`src/rtl/riscv_pkg.sv`:
```
`default_nettype none
// ============================================================================
// Module   : riscv_pkg
// Purpose  : Shared access-size, response-cause and state types for riscv_lsu.
// Revision : 1.0
// ============================================================================
package riscv_pkg;

    typedef enum logic [1:0] {
        BYTE  = 2'd0,
        HALF  = 2'd1,
        WORD  = 2'd2,
        DWORD = 2'd3
    } lsu_size_e;

    typedef enum logic [1:0] {
        OK         = 2'd0,
        MISALIGNED = 2'd1,
        BAD_SIZE   = 2'd2,
        TIMEOUT    = 2'd3
    } lsu_cause_e;

    typedef enum logic [1:0] {
        IDLE = 2'd0,
        MEM  = 2'd1,
        RESP = 2'd2
    } lsu_state_e;

endpackage
`default_nettype wire

```
`src/rtl/riscv_lsu_align.sv`:
```
`default_nettype none
// ============================================================================
// Module   : riscv_lsu_align
// Purpose  : Combinational byte-lane steering: store replication/strobes and
//            load lane shift with sign/zero extension.
// Revision : 1.0
// ============================================================================
module riscv_lsu_align
    import riscv_pkg::*;
#(
    parameter int DATA_W = 32
) (
    input  lsu_size_e                     i_size,
    input  logic                          i_store,
    input  logic                          i_unsigned,
    input  logic [$clog2(DATA_W/8)-1:0]   i_off,
    input  logic [DATA_W-1:0]             i_wdata,
    input  logic [DATA_W-1:0]             i_rdata,
    output logic [DATA_W-1:0]             o_wdata,
    output logic [DATA_W/8-1:0]           o_wstrb,
    output logic [DATA_W-1:0]             o_rdata
);
    localparam int NB = DATA_W / 8;

    logic [NB-1:0]     w_lane_mask;
    logic [DATA_W-1:0] w_shift;
    logic [DATA_W-1:0] w_keep;
    logic              w_sign;

    always_comb begin
        o_wdata     = i_wdata;
        w_lane_mask = '1;
        case (i_size)
            BYTE: begin
                o_wdata     = {NB{i_wdata[7:0]}};
                w_lane_mask = NB'(1'b1);
            end
            HALF: begin
                o_wdata     = {(NB/2){i_wdata[15:0]}};
                w_lane_mask = NB'(2'b11);
            end
            WORD: begin
                o_wdata     = {(NB/4){i_wdata[31:0]}};
                w_lane_mask = NB'(4'hF);
            end
            default: begin
                o_wdata     = i_wdata;
                w_lane_mask = '1;
            end
        endcase
    end

    assign o_wstrb = i_store ? (w_lane_mask << i_off) : '0;

    // Move the addressed lane down to bit 0, then keep only the access width.
    assign w_shift = i_rdata >> {i_off, 3'b000};

    always_comb begin
        w_keep = '1;
        w_sign = w_shift[DATA_W-1];
        case (i_size)
            BYTE: begin
                w_keep = DATA_W'(8'hFF);
                w_sign = w_shift[7];
            end
            HALF: begin
                w_keep = DATA_W'(16'hFFFF);
                w_sign = w_shift[15];
            end
            WORD: begin
                w_keep = DATA_W'(32'hFFFF_FFFF);
                w_sign = w_shift[31];
            end
            default: begin
                w_keep = '1;
                w_sign = w_shift[DATA_W-1];
            end
        endcase
    end

    assign o_rdata = (w_shift & w_keep) | ({DATA_W{w_sign & ~i_unsigned}} & ~w_keep);

endmodule
`default_nettype wire

```
`src/rtl/riscv_lsu.sv`:
```
`default_nettype none
// ============================================================================
// Module   : riscv_lsu
// Purpose  : Single-outstanding load/store unit to a picorv32-style memory
//            port. Optional watchdog enabled by RISCV_LSU_TIMEOUT_EN.
// Revision : 1.0
// ============================================================================
module riscv_lsu
    import riscv_pkg::*;
#(
    parameter int ADDR_W         = 32,
    parameter int DATA_W         = 32,
    parameter int TIMEOUT_CYCLES = 255
) (
    input  logic                 clk,
    input  logic                 reset,
    input  logic                 req_valid,
    output logic                 req_ready,
    input  logic                 req_store,
    input  logic [1:0]           req_size,
    input  logic                 req_unsigned,
    input  logic [ADDR_W-1:0]    req_addr,
    input  logic [DATA_W-1:0]    req_wdata,
    output logic                 resp_valid,
    output logic [DATA_W-1:0]    resp_rdata,
    output logic [1:0]           resp_cause,
    output logic                 busy,
    output logic                 mem_valid,
    output logic                 mem_instr,
    input  logic                 mem_ready,
    output logic [ADDR_W-1:0]    mem_addr,
    output logic [DATA_W-1:0]    mem_wdata,
    output logic [DATA_W/8-1:0]  mem_wstrb,
    input  logic [DATA_W-1:0]    mem_rdata
);
    localparam int NB    = DATA_W / 8;
    localparam int OFF_W = $clog2(NB);

    generate
        if (DATA_W != 32 && DATA_W != 64) begin : g_bad_data_w
            $error("riscv_lsu: DATA_W must be 32 or 64");
        end
        if (TIMEOUT_CYCLES < 1) begin : g_bad_timeout
            $error("riscv_lsu: TIMEOUT_CYCLES must be at least 1");
        end
    endgenerate

    lsu_state_e         r_state;
    lsu_state_e         w_next;
    logic               r_store;
    lsu_size_e          r_size;
    logic               r_unsigned;
    logic [ADDR_W-1:0]  r_addr;
    logic [DATA_W-1:0]  r_wdata;
    logic [DATA_W-1:0]  r_rdata;
    lsu_cause_e         r_cause;

    lsu_cause_e         w_fault;
    logic               w_accept;
    logic               w_expire;
    logic [DATA_W-1:0]  w_st_data;
    logic [DATA_W-1:0]  w_ld_data;
    logic [NB-1:0]      w_wstrb;

    assign w_accept = req_valid && (r_state == IDLE);

    // Size legality takes priority over alignment.
    always_comb begin
        w_fault = OK;
        if (req_size == 2'd3 && DATA_W == 32) begin
            w_fault = BAD_SIZE;
        end else begin
            case (req_size)
                2'd1:    if (req_addr[0])             w_fault = MISALIGNED;
                2'd2:    if (req_addr[1:0] != 2'b00)  w_fault = MISALIGNED;
                2'd3:    if (req_addr[2:0] != 3'b000) w_fault = MISALIGNED;
                default: w_fault = OK;
            endcase
        end
    end

`ifdef RISCV_LSU_TIMEOUT_EN
    localparam int TO_BITS = $clog2(TIMEOUT_CYCLES + 1);
    localparam int TO_W    = (TO_BITS < 8) ? 8 : ((TO_BITS > 16) ? 16 : TO_BITS);

    logic [TO_W-1:0] r_to_cnt;

    always_ff @(posedge clk or posedge reset) begin
        if (reset) begin
            r_to_cnt <= '0;
        end else if (r_state == MEM && !mem_ready) begin
            r_to_cnt <= r_to_cnt + 1'b1;
        end else begin
            r_to_cnt <= '0;
        end
    end

    // Counter holds the number of completed waiting cycles, so the last one is TIMEOUT_CYCLES-1.
    assign w_expire = (r_state == MEM) && (r_to_cnt == TO_W'(TIMEOUT_CYCLES - 1));
`else
    assign w_expire = 1'b0;
`endif

    always_ff @(posedge clk or posedge reset) begin
        if (reset) begin
            r_state <= IDLE;
        end else begin
            r_state <= w_next;
        end
    end

    always_comb begin
        w_next = r_state;
        case (r_state)
            IDLE:    if (req_valid) w_next = (w_fault != OK) ? RESP : MEM;
            MEM:     if (mem_ready || w_expire) w_next = RESP;
            RESP:    w_next = IDLE;
            default: w_next = IDLE;
        endcase
    end

    always_ff @(posedge clk or posedge reset) begin
        if (reset) begin
            r_store    <= 1'b0;
            r_size     <= BYTE;
            r_unsigned <= 1'b0;
            r_addr     <= '0;
            r_wdata    <= '0;
            r_rdata    <= '0;
            r_cause    <= OK;
        end else if (w_accept) begin
            r_store    <= req_store;
            r_size     <= lsu_size_e'(req_size);
            r_unsigned <= req_unsigned;
            r_addr     <= req_addr;
            r_wdata    <= req_wdata;
            r_rdata    <= '0;
            r_cause    <= w_fault;
        end else if (r_state == MEM) begin
            if (mem_ready) begin
                if (!r_store) begin
                    r_rdata <= w_ld_data;
                end
            end else if (w_expire) begin
                r_cause <= TIMEOUT;
            end
        end
    end

    riscv_lsu_align #(
        .DATA_W (DATA_W)
    ) u_align (
        .i_size     (r_size),
        .i_store    (r_store),
        .i_unsigned (r_unsigned),
        .i_off      (r_addr[OFF_W-1:0]),
        .i_wdata    (r_wdata),
        .i_rdata    (mem_rdata),
        .o_wdata    (w_st_data),
        .o_wstrb    (w_wstrb),
        .o_rdata    (w_ld_data)
    );

    assign req_ready  = (r_state == IDLE);
    assign busy       = (r_state != IDLE);
    assign mem_valid  = (r_state == MEM);
    assign resp_valid = (r_state == RESP);
    assign resp_rdata = r_rdata;
    assign resp_cause = r_cause;
    assign mem_instr  = 1'b0;
    assign mem_addr   = {r_addr[ADDR_W-1:OFF_W], {OFF_W{1'b0}}};
    assign mem_wdata  = w_st_data;
    assign mem_wstrb  = mem_valid ? w_wstrb : '0;

endmodule
`default_nettype wire

```
`config.mk`:
```
export PLATFORM = sky130hd
export DESIGN_NAME = riscv_lsu
export DESIGN_NICKNAME = d
export VERILOG_FILES = /design/src/rtl/riscv_pkg.sv /design/src/rtl/riscv_lsu_align.sv /design/src/rtl/riscv_lsu.sv
export SDC_FILE = /design/constraint.sdc
export NUM_CORES = 1
export LEC_CHECK = 0
export BUFFER_PORTS_ARGS = -buffer_cell sky130_fd_sc_hd__buf_2
export CAP_MARGIN = 10
export CORE_UTILIZATION = 40
export DETAILED_ROUTE_END_ITERATION = 16
export PLACE_DENSITY_LB_ADDON = 0.05
export SYNTH_ARGS = -nofsm -noshare
export SYNTH_HDL_FRONTEND = slang
export SYNTH_SLANG_ARGS = --single-unit
```
`constraint.sdc`:
```
create_clock -name clk -period 5.02 [get_ports clk]
set_clock_uncertainty 0.1 [all_clocks]
set_input_delay 1.506 -clock clk [delete_from_list [all_inputs] [get_ports clk]]
set_output_delay 1.506 -clock clk [all_outputs]
set_load 0.01 [all_outputs]
```
; Yosys cells after proc, flatten, opt, wreduce, memory -nomap -nowiden
; Index checks and enable logic that the tools add are counted.
; W data, S select, Z words.
[word_totals]
reg_bits = 104
latch_bits = 0
mem_bits_rw = 0
romBits = 0
input_bits = 104
out_inout_bits = 107
word_cells = 53
mem_count = 0
[op_classes]
n_addsub = 0
n_mul = 0
div_mod_pow = 0
n_lt_le_gt_ge = 0
eq_ne = 9
shift = 2
muxes = 18
bitwise_logic = 6
reduce_logical = 10
[op_table]
columns = op, count
row1 = $mux W32, 4
row2 = $pmux W32 S2, 2
row3 = $and A32 B32 Y32, 2
row4 = $not A32 Y32, 1
row5 = $or A32 B32 Y32, 1
row6 = $shr A32 B5 Y32, 1
row7 = $reduce_bool A2 Y1, 5
row8 = $mux W2, 4
row9 = $mux W4, 2
row10 = $pmux W2 S2, 2
row11 = $pmux W4 S2, 1
row12 = $eq A2 B1 Y1 const B, 3
row13 = $eq A2 B2 Y1 const B, 3
row14 = $logic_not A2 Y1, 2
row15 = $ne A2 B1 Y1 const B, 2
row16 = $shl A4 B2 Y4, 1
row17 = $reduce_and A3 Y1, 1
row18 = $mux W1, 2
row19 = $ne A2 B2 Y1 const B, 1
row20 = $pmux W1 S2, 1
row21 = $reduce_and A2 Y1, 1
row22 = $and A1 B1 Y1, 1
row23 = $logic_and A1 B1 Y1, 1
row24 = $not A1 Y1, 1

; Logic depth before layout (Yosys ltp)
; Gate-level depths: netlist (run 1).
[logic_depth]
ltp_word = 9
mapped_depth = 6
ltp_nobuf = 6

; Hierarchy
; From an unflattened synthesis (run 1), not the netlist that was laid out.
[unflattened]
hier_cells = 649
area_unflattened_um2 = 5785.5
[modules_own_cells]
columns = module, instances, cells_per_inst, area_per_inst_um2, seq_area_each_um2
row1 = riscv_lsu, 1, 461, 4400.5, 2602.5
row2 = riscv_lsu_align, 1, 188, 1385.1, 0.0

; Least setup slack after synthesis (run 1)
; OpenSTA, ideal clock, no wires.
[synth_timing]
path_type = reg2out
start = register r_size[1]
end = output port mem_wdata[11]
arrival_ns = 1.445
t_required_ns = 3.414
slack_ns = 1.969
stages_incl_launch_ff = 5
cell_sequence = dfrtp_1 -> buf_2 -> nor2_2 -> clkbuf_1 -> mux2_2
[synth_via]
elab_chain_len = 2
elab_cells_between_ends = 3
classes_between = eq/ne: 1 / mux: 1 / reduce/logical: 1
[synth_rtl]
columns = element, line_no
row1 = from (decl), riscv_lsu.sv:51  ; lsu_size_e r_size;
row2 = from (signal assigned), riscv_lsu.sv:133  ; r_size <= lsu_size_e'(req_size);
row3 = $eq A2 B1 Y1 or $logic_not A2 Y1 (tied branches), riscv_lsu_align.sv:33  ; case (i_size)
row4 = $pmux W32 S2 *, riscv_lsu_align.sv:33
row5 = to (decl), riscv_lsu.sv:32  ; output logic [DATA_W-1:0] mem_wdata,
; Every way passes the cells marked *; elsewhere a longest branch is shown, timed or not.

; Final worst setup path (run 1)
[layout_timing]
start = register r_size[0]
end = output port mem_wdata[11]
; Same word-level chain as after synthesis.

==> results.md, run 1 <==
- GRT overflow: 0
- Crit path max fanout: 17
- Post-CTS setup buffers: 0
- DRC Markers: 0
- Final Hold Viols: 0
- Clk Tree Root Cell: clkbuf_16
- Chip height: ~120 µm
- Worst hold path type: register to register
- Design Area, Final: roughly 0.0064 mm²
- Vias in the first global route: around 4100
- Die span in x: 116 µm
- FFs w/ async S/R, synth: 100%
- Non-Filler Instances: 912
- Peak supply drop: 0.243 mV
- Commonest non-fill, non-tap cells in the layout: nand2_1 (246), buf_2 (207), dfrtp_1 (104)
- Largest net degree at the start of global routing: 59
- Routed wire length: 13600 µm
- DIE AREA: roughly 0.014 mm²
- TritonCTS clock tree: built
- Sw Pwr: 1.39 mW
- Required @ worst endpoint: approximately 3400 ps
- Total Routing Usage GR: between 20% and 30%
- Seq pwr share: 38.9%
- Mapped Cells: 586
- Setup violations, final: 0
- Status: finished, final reports clean
- Slew @ Worst Pin: ~1000 ps
- PortBufs: ~210
- Place WS: roughly 1400 ps
- Placed Cells: ~900
- Final period util: 79.8%
- Setup total negative slack: 0 ps
- CTS Buffer Depth: 2
- Commonest non-fill, non-tap cell in the layout: nand2_1
- Worst r2r path cells: 3
- Final core occ: 50.6%
- Static leakage: between 3 and 4 nW
- Num ports: roughly 210
- Routed len/inst: between 10 and 15 µm
- Htree depth: 3
- Placeable Area: around 0.013 mm²
- First-pass GRT wire length: roughly 21000 µm
- Setup crit start kind: register
- RSZ-0062 raised after global routing: no
- Slew Limit Fails: 0
- Hold path cells: 2
- Vias post-DR: around 4400
- CTS sink count: around 100
- Clock share of power: about 21%
- Cell Rows: a little over 40
- Crit Path Category: register to primary output
- Seq cells post-synth: between 100 and 150
- Initial antenna violation count: 0
- Slew Limit Headroom: 31.6%
- Main flop type after synthesis: dfrtp_1
- Power Internal: about 2.2 mW
- Worst-Skew Late Latency: about 350 ps
- Number of flops mapped to enable cells by yosys: 0
- Initial DRC count: ~230
- PnR Total Power: between 3 and 4 mW
- Vias per Instance: roughly 4.8
- Crit path setup slack, layout: approximately 1000 ps
- Drt pass-1 iters: 4
- Cell Pwr Density: 562 mW/mm²
- Starting density of the core: 41.4%
- Hold Slack: between 300 and 400 ps
- Post-CTS Hold Buffers: 0
- Sequential area share after synthesis: 49.7%
- Netlist Area Pre-Place: approximately 0.0052 mm²
- Sw Ratio: 38.5%
- Syn_area_per_cell: 8.94 µm²
- Max-Cap Viols: 0
- Layout cell share with drive strength beyond 1: between 30% and 40%
- Combinational share of power: between 40% and 50%
- CP endpoint kind: primary output
- Layout Nets: 842
- Detail Placement HPWL: approximately 9800 µm
- Total CTS buffers: 9
- Dpl cell area: around 0.0061 mm²
- Post-CTS sizing: 0
- Area Overhead vs Synth: 22.3%
- Clock Pin Slew Worst Setup and Hold Paths: about 70 ps
- Ant diodes: 0
- Crit path DAT: around 2400 ps
- Distinct cell type count after synthesis: 36
- Warnings from Yosys: 0
- Fin crit period: around 4000 ps
- GPL Wtd Cong: around 0.76
- Max Freq: roughly 250 MHz
- DRT antenna net count: 0
==> routing by layer <==
layer	vias to the layer above	share of wire, %	global-route usage [%]
li1	2173	-	-
met1	2035	43	26.5
met2	145	48	34.0
met3	14	7.3	4.88
met4	0	1.4	7.26
met5	-	0	0
==> state kept, by name, summed over array words and instances (netlist names) <==
name        flops
r_addr         32
r_wdata        32
resp_rdata     32
r_size          2
r_state         2
resp_cause      2
r_store         1
r_unsigned      1
==> Yosys cell counts, drive strengths merged, types with 2 or more instances <==
cell type	n	area, µm²
nand2	247	927
dfrtp	104	2600
buf	48	348
clkbuf	29	109
o21ai	28	140
mux2	26	304
mux2i	24	240
nor2	13	58.8
a21oi	9	45.0
o211ai	9	67.6
a221o	8	80.1
o311ai	7	61.3
inv	6	22.5
nor3	4	20.0
ha	3	37.5
nand2b	3	18.8
nor2b	3	18.8
a22o	2	17.5
and2	2	12.5
==> final timing paths <==
check	from	endpoint	slack, ps
max	r_size[0]$_DFFE_PP0P_	mem_wdata[11]	1020
min	r_addr[28]$_DFFE_PP0P_	r_addr[28]$_DFFE_PP0P_	370
max reg2reg	r_size[0]$_DFFE_PP0P_	resp_rdata[11]$_DFFE_PP0P_	2480
min reg2reg	r_addr[28]$_DFFE_PP0P_	r_addr[28]$_DFFE_PP0P_	370
max in group asynchronous	reset	r_wdata[30]$_DFFE_PP0P_	2820
min in group asynchronous	reset	r_addr[14]$_DFFE_PP0P_	1180
==> layout make-up <==
| cell class | count | area [µm²] |
|---|---|---|
| Tap cell | 172 | 215 |
| Inverter | 6 | 25.0 |
| Clock inverter | 6 | 83.8 |
| Multi-Input combinational cell | 401 | 2170 |
| Timing Repair Buffer | 213 | 1080 |
| Fill cell | 1297 | 6260 |
| Clock buffer | 10 | 229 |
| Sequential cell | 104 | 2600 |
==> cell families after synthesis <==
family / count (synthesis) / synth area share, %
mux: 50 / 10.4
buf+inv: 83 / 9.14
flops: 104 / 49.7
fa+ha+maj: 3 / 0.716
compound gates: 68 / 9.10
simple gates: 277 / 20.9
other cells: 1 / 0.0716
==> power groups by stage <==
stage          Clock, mW  Combinational (mW)  Sequential [mW]
6_report           0.747                1.45             1.40
5_1_grt            0.798                1.62             1.46
4_1_cts            0.765                1.47             1.41
3_5_place_dp           0                1.47             1.42
3_3_place_gp           0                1.45             1.41
2_1_floorplan          0                1.11             1.35
==> worst max-delay path: stages, from the launching register on <==
cell and delay, ps:
dfrtp_1 660, nor2_2 820, mux2_2 420, buf_2 140
Note: power is estimated with default switching activity, not from simulation.
==> run 2: changes to the inputs <==
- clock period: 5.02 -> 3.5 ns (I/O delays scaled with it)
==> results.md, run 2 (synthesis gave the netlist of run 1 again) <==
- Slew @ Worst Pin: 610 ps
- Met3 Use GR: under 10%
- Worst r2r path cells: 5
- Total Routing Usage GR: between 20 and 25%
- Final period util: roughly 83%
- Placeable Area: around 0.013 mm²
- Setup total negative slack: 0 ps
- Routing usage on met2: 35.4%
- Post-CTS sizing: 0
- Commonest non-fill, non-tap cell in the layout: nand2_1
- Htree depth: 3
- Worst-Skew Late Latency: 340 ps
- Routed wire length: ~14000 µm
- PnR Total Power: approximately 5.2 mW
- Chip height: ~120 µm
- Non-Filler Instances: roughly 900
- Max-Cap Viols: 0
- Dpl cell area: slightly above 0.006 mm²
- DRT antenna net count: 0
- Layout cell share with drive strength beyond 1: a little over a third
- Num ports: about 210
- Crit path from: r_size[0]$_DFFE_PP0P_
- Hold path cells: 2
- GPL Wtd Cong: 0.796
- Clk Tree Root Cell: clkbuf_16
- Post-CTS setup buffers: 0
- Setup violations, final: 0
- Routed len/inst: around 15 µm
- Starting density of the core: 41.4%
- Fin crit period: between 2000 and 3000 ps
- Crit path setup slack, layout: 610 ps
- CP endpoint kind: primary output
- DRC Markers: 0
- Place WS: 916 ps
- Min-delay src: r_addr[8]$_DFFE_PP0P_
- Slew Limit Headroom: 59.3%
- Drt pass-1 iters: 5
- Initial DRC count: roughly 300
- GRT overflow: 0
- Worst hold path type: register to register
- RSZ-0062 raised after global routing: no
- Crit path max fanout: 9
- Required @ worst endpoint: around 2400 ps
- Total CTS buffers: 9
- Static leakage: roughly 3.6 nW
- Grt peak-use layer: met2
- Vias per Instance: roughly 4.8
- Hold Slack: around 370 ps
- Commonest non-fill, non-tap cells in the layout: nand2_1 (246), buf_2 (207), dfrtp_1 (104)
- Status: finished, final reports clean
- Final Hold Viols: 0
- FILL cells: approximately 1200
- Layout Nets: 846
- Detail Placement HPWL: approximately 9800 µm
- DIE AREA: about 0.014 mm²
- Setup crit start kind: register
- Max Freq: between 300 and 400 MHz
- Crit path DAT: around 1700 ps
- Largest net degree at the start of global routing: roughly 110
- Slew Limit Fails: 0
- Die span in x: about 120 µm
- Vias in the first global route: about 4300
- Post-CTS Hold Buffers: 0
- CTS sink count: 104
- Crit Path Category: register to primary output
- PortBufs: a little over 200
- Area Overhead vs Synth: 23.3%
- Vias post-DR: around 4400
- Final core occ: between 50% and 60%
- CTS Buffer Depth: 2
- Initial antenna violation count: 0
- Cell Rows: a little over 40
- Placed Cells: 900
- First-pass GRT wire length: about 21000 µm
- TritonCTS clock tree: built
- Cell Pwr Density: 797 mW/mm²
- Design Area, Final: ~0.0065 mm²
- Grt met1 use: 26.3%
- Reg2reg start: r_addr[1]$_DFFE_PP0P_
- Peak supply drop: ~0.35 mV
- Ant diodes: 0
- Clock Pin Slew Worst Setup and Hold Paths: 70 ps
==> run 2: changes by cell type in the layout (fill, tap and decap cells not counted) <==
cell / change
buf_4: +1
clkinvlp_4: +1
inv_4: -1
clkbuf_1: -1
clkbuf_8: +1
buf_12: +3
bufinv_16: -1
clkinv_2: +1
==> run 2: worst max-delay path, stage by stage, from the launching register on <==
cell and delay (ps):
dfrtp_1 390, nor2_2 460, mux2_2 400, buf_2 140
==> run 2: final cells by class <==
cell class	instances	area, µm²	share of cell area (%)
Clock inverter	6	58.8	0.910
Sequential cell	104	2600	40.3
Timing Repair Buffer	217	1150	17.8
Tap cell	172	215	3.33
Inverter	6	26.3	0.407
Multi-Input combinational cell	401	2170	33.6
Clock buffer	10	239	3.70
==> run 2: power by group <==
group          switching [mW]  total (mW)  leakage [nW]  internal (mW)
Sequential              0.307        1.95          1.33           1.65
Combinational            1.25        2.19          2.08          0.939
Clock                   0.438        1.01         0.152          0.570
Total                    1.99        5.15          3.56           3.16
==> run 2: routing by layer <==
layer,share of wire (%),wire length [µm]
met5,0,0
met3,6.5,886
met4,1.6,215
met2,49,6610
met1,43,5880
==> run 2: worst paths after layout <==
| path | slack, ps | to |
|---|---|---|
| setup / recovery | 610 | mem_wdata[13] |
| max in group asynchronous | 2080 | resp_rdata[20]$_DFFE_PP0P_ |
| hold reg to reg | 370 | r_addr[8]$_DFFE_PP0P_ |
| min in group asynchronous | 720 | r_state[0]$_DFFE_PP0P_ |
| setup reg to reg | 1290 | resp_rdata[28]$_DFFE_PP0P_ |
| hold / removal | 370 | r_addr[8]$_DFFE_PP0P_ |
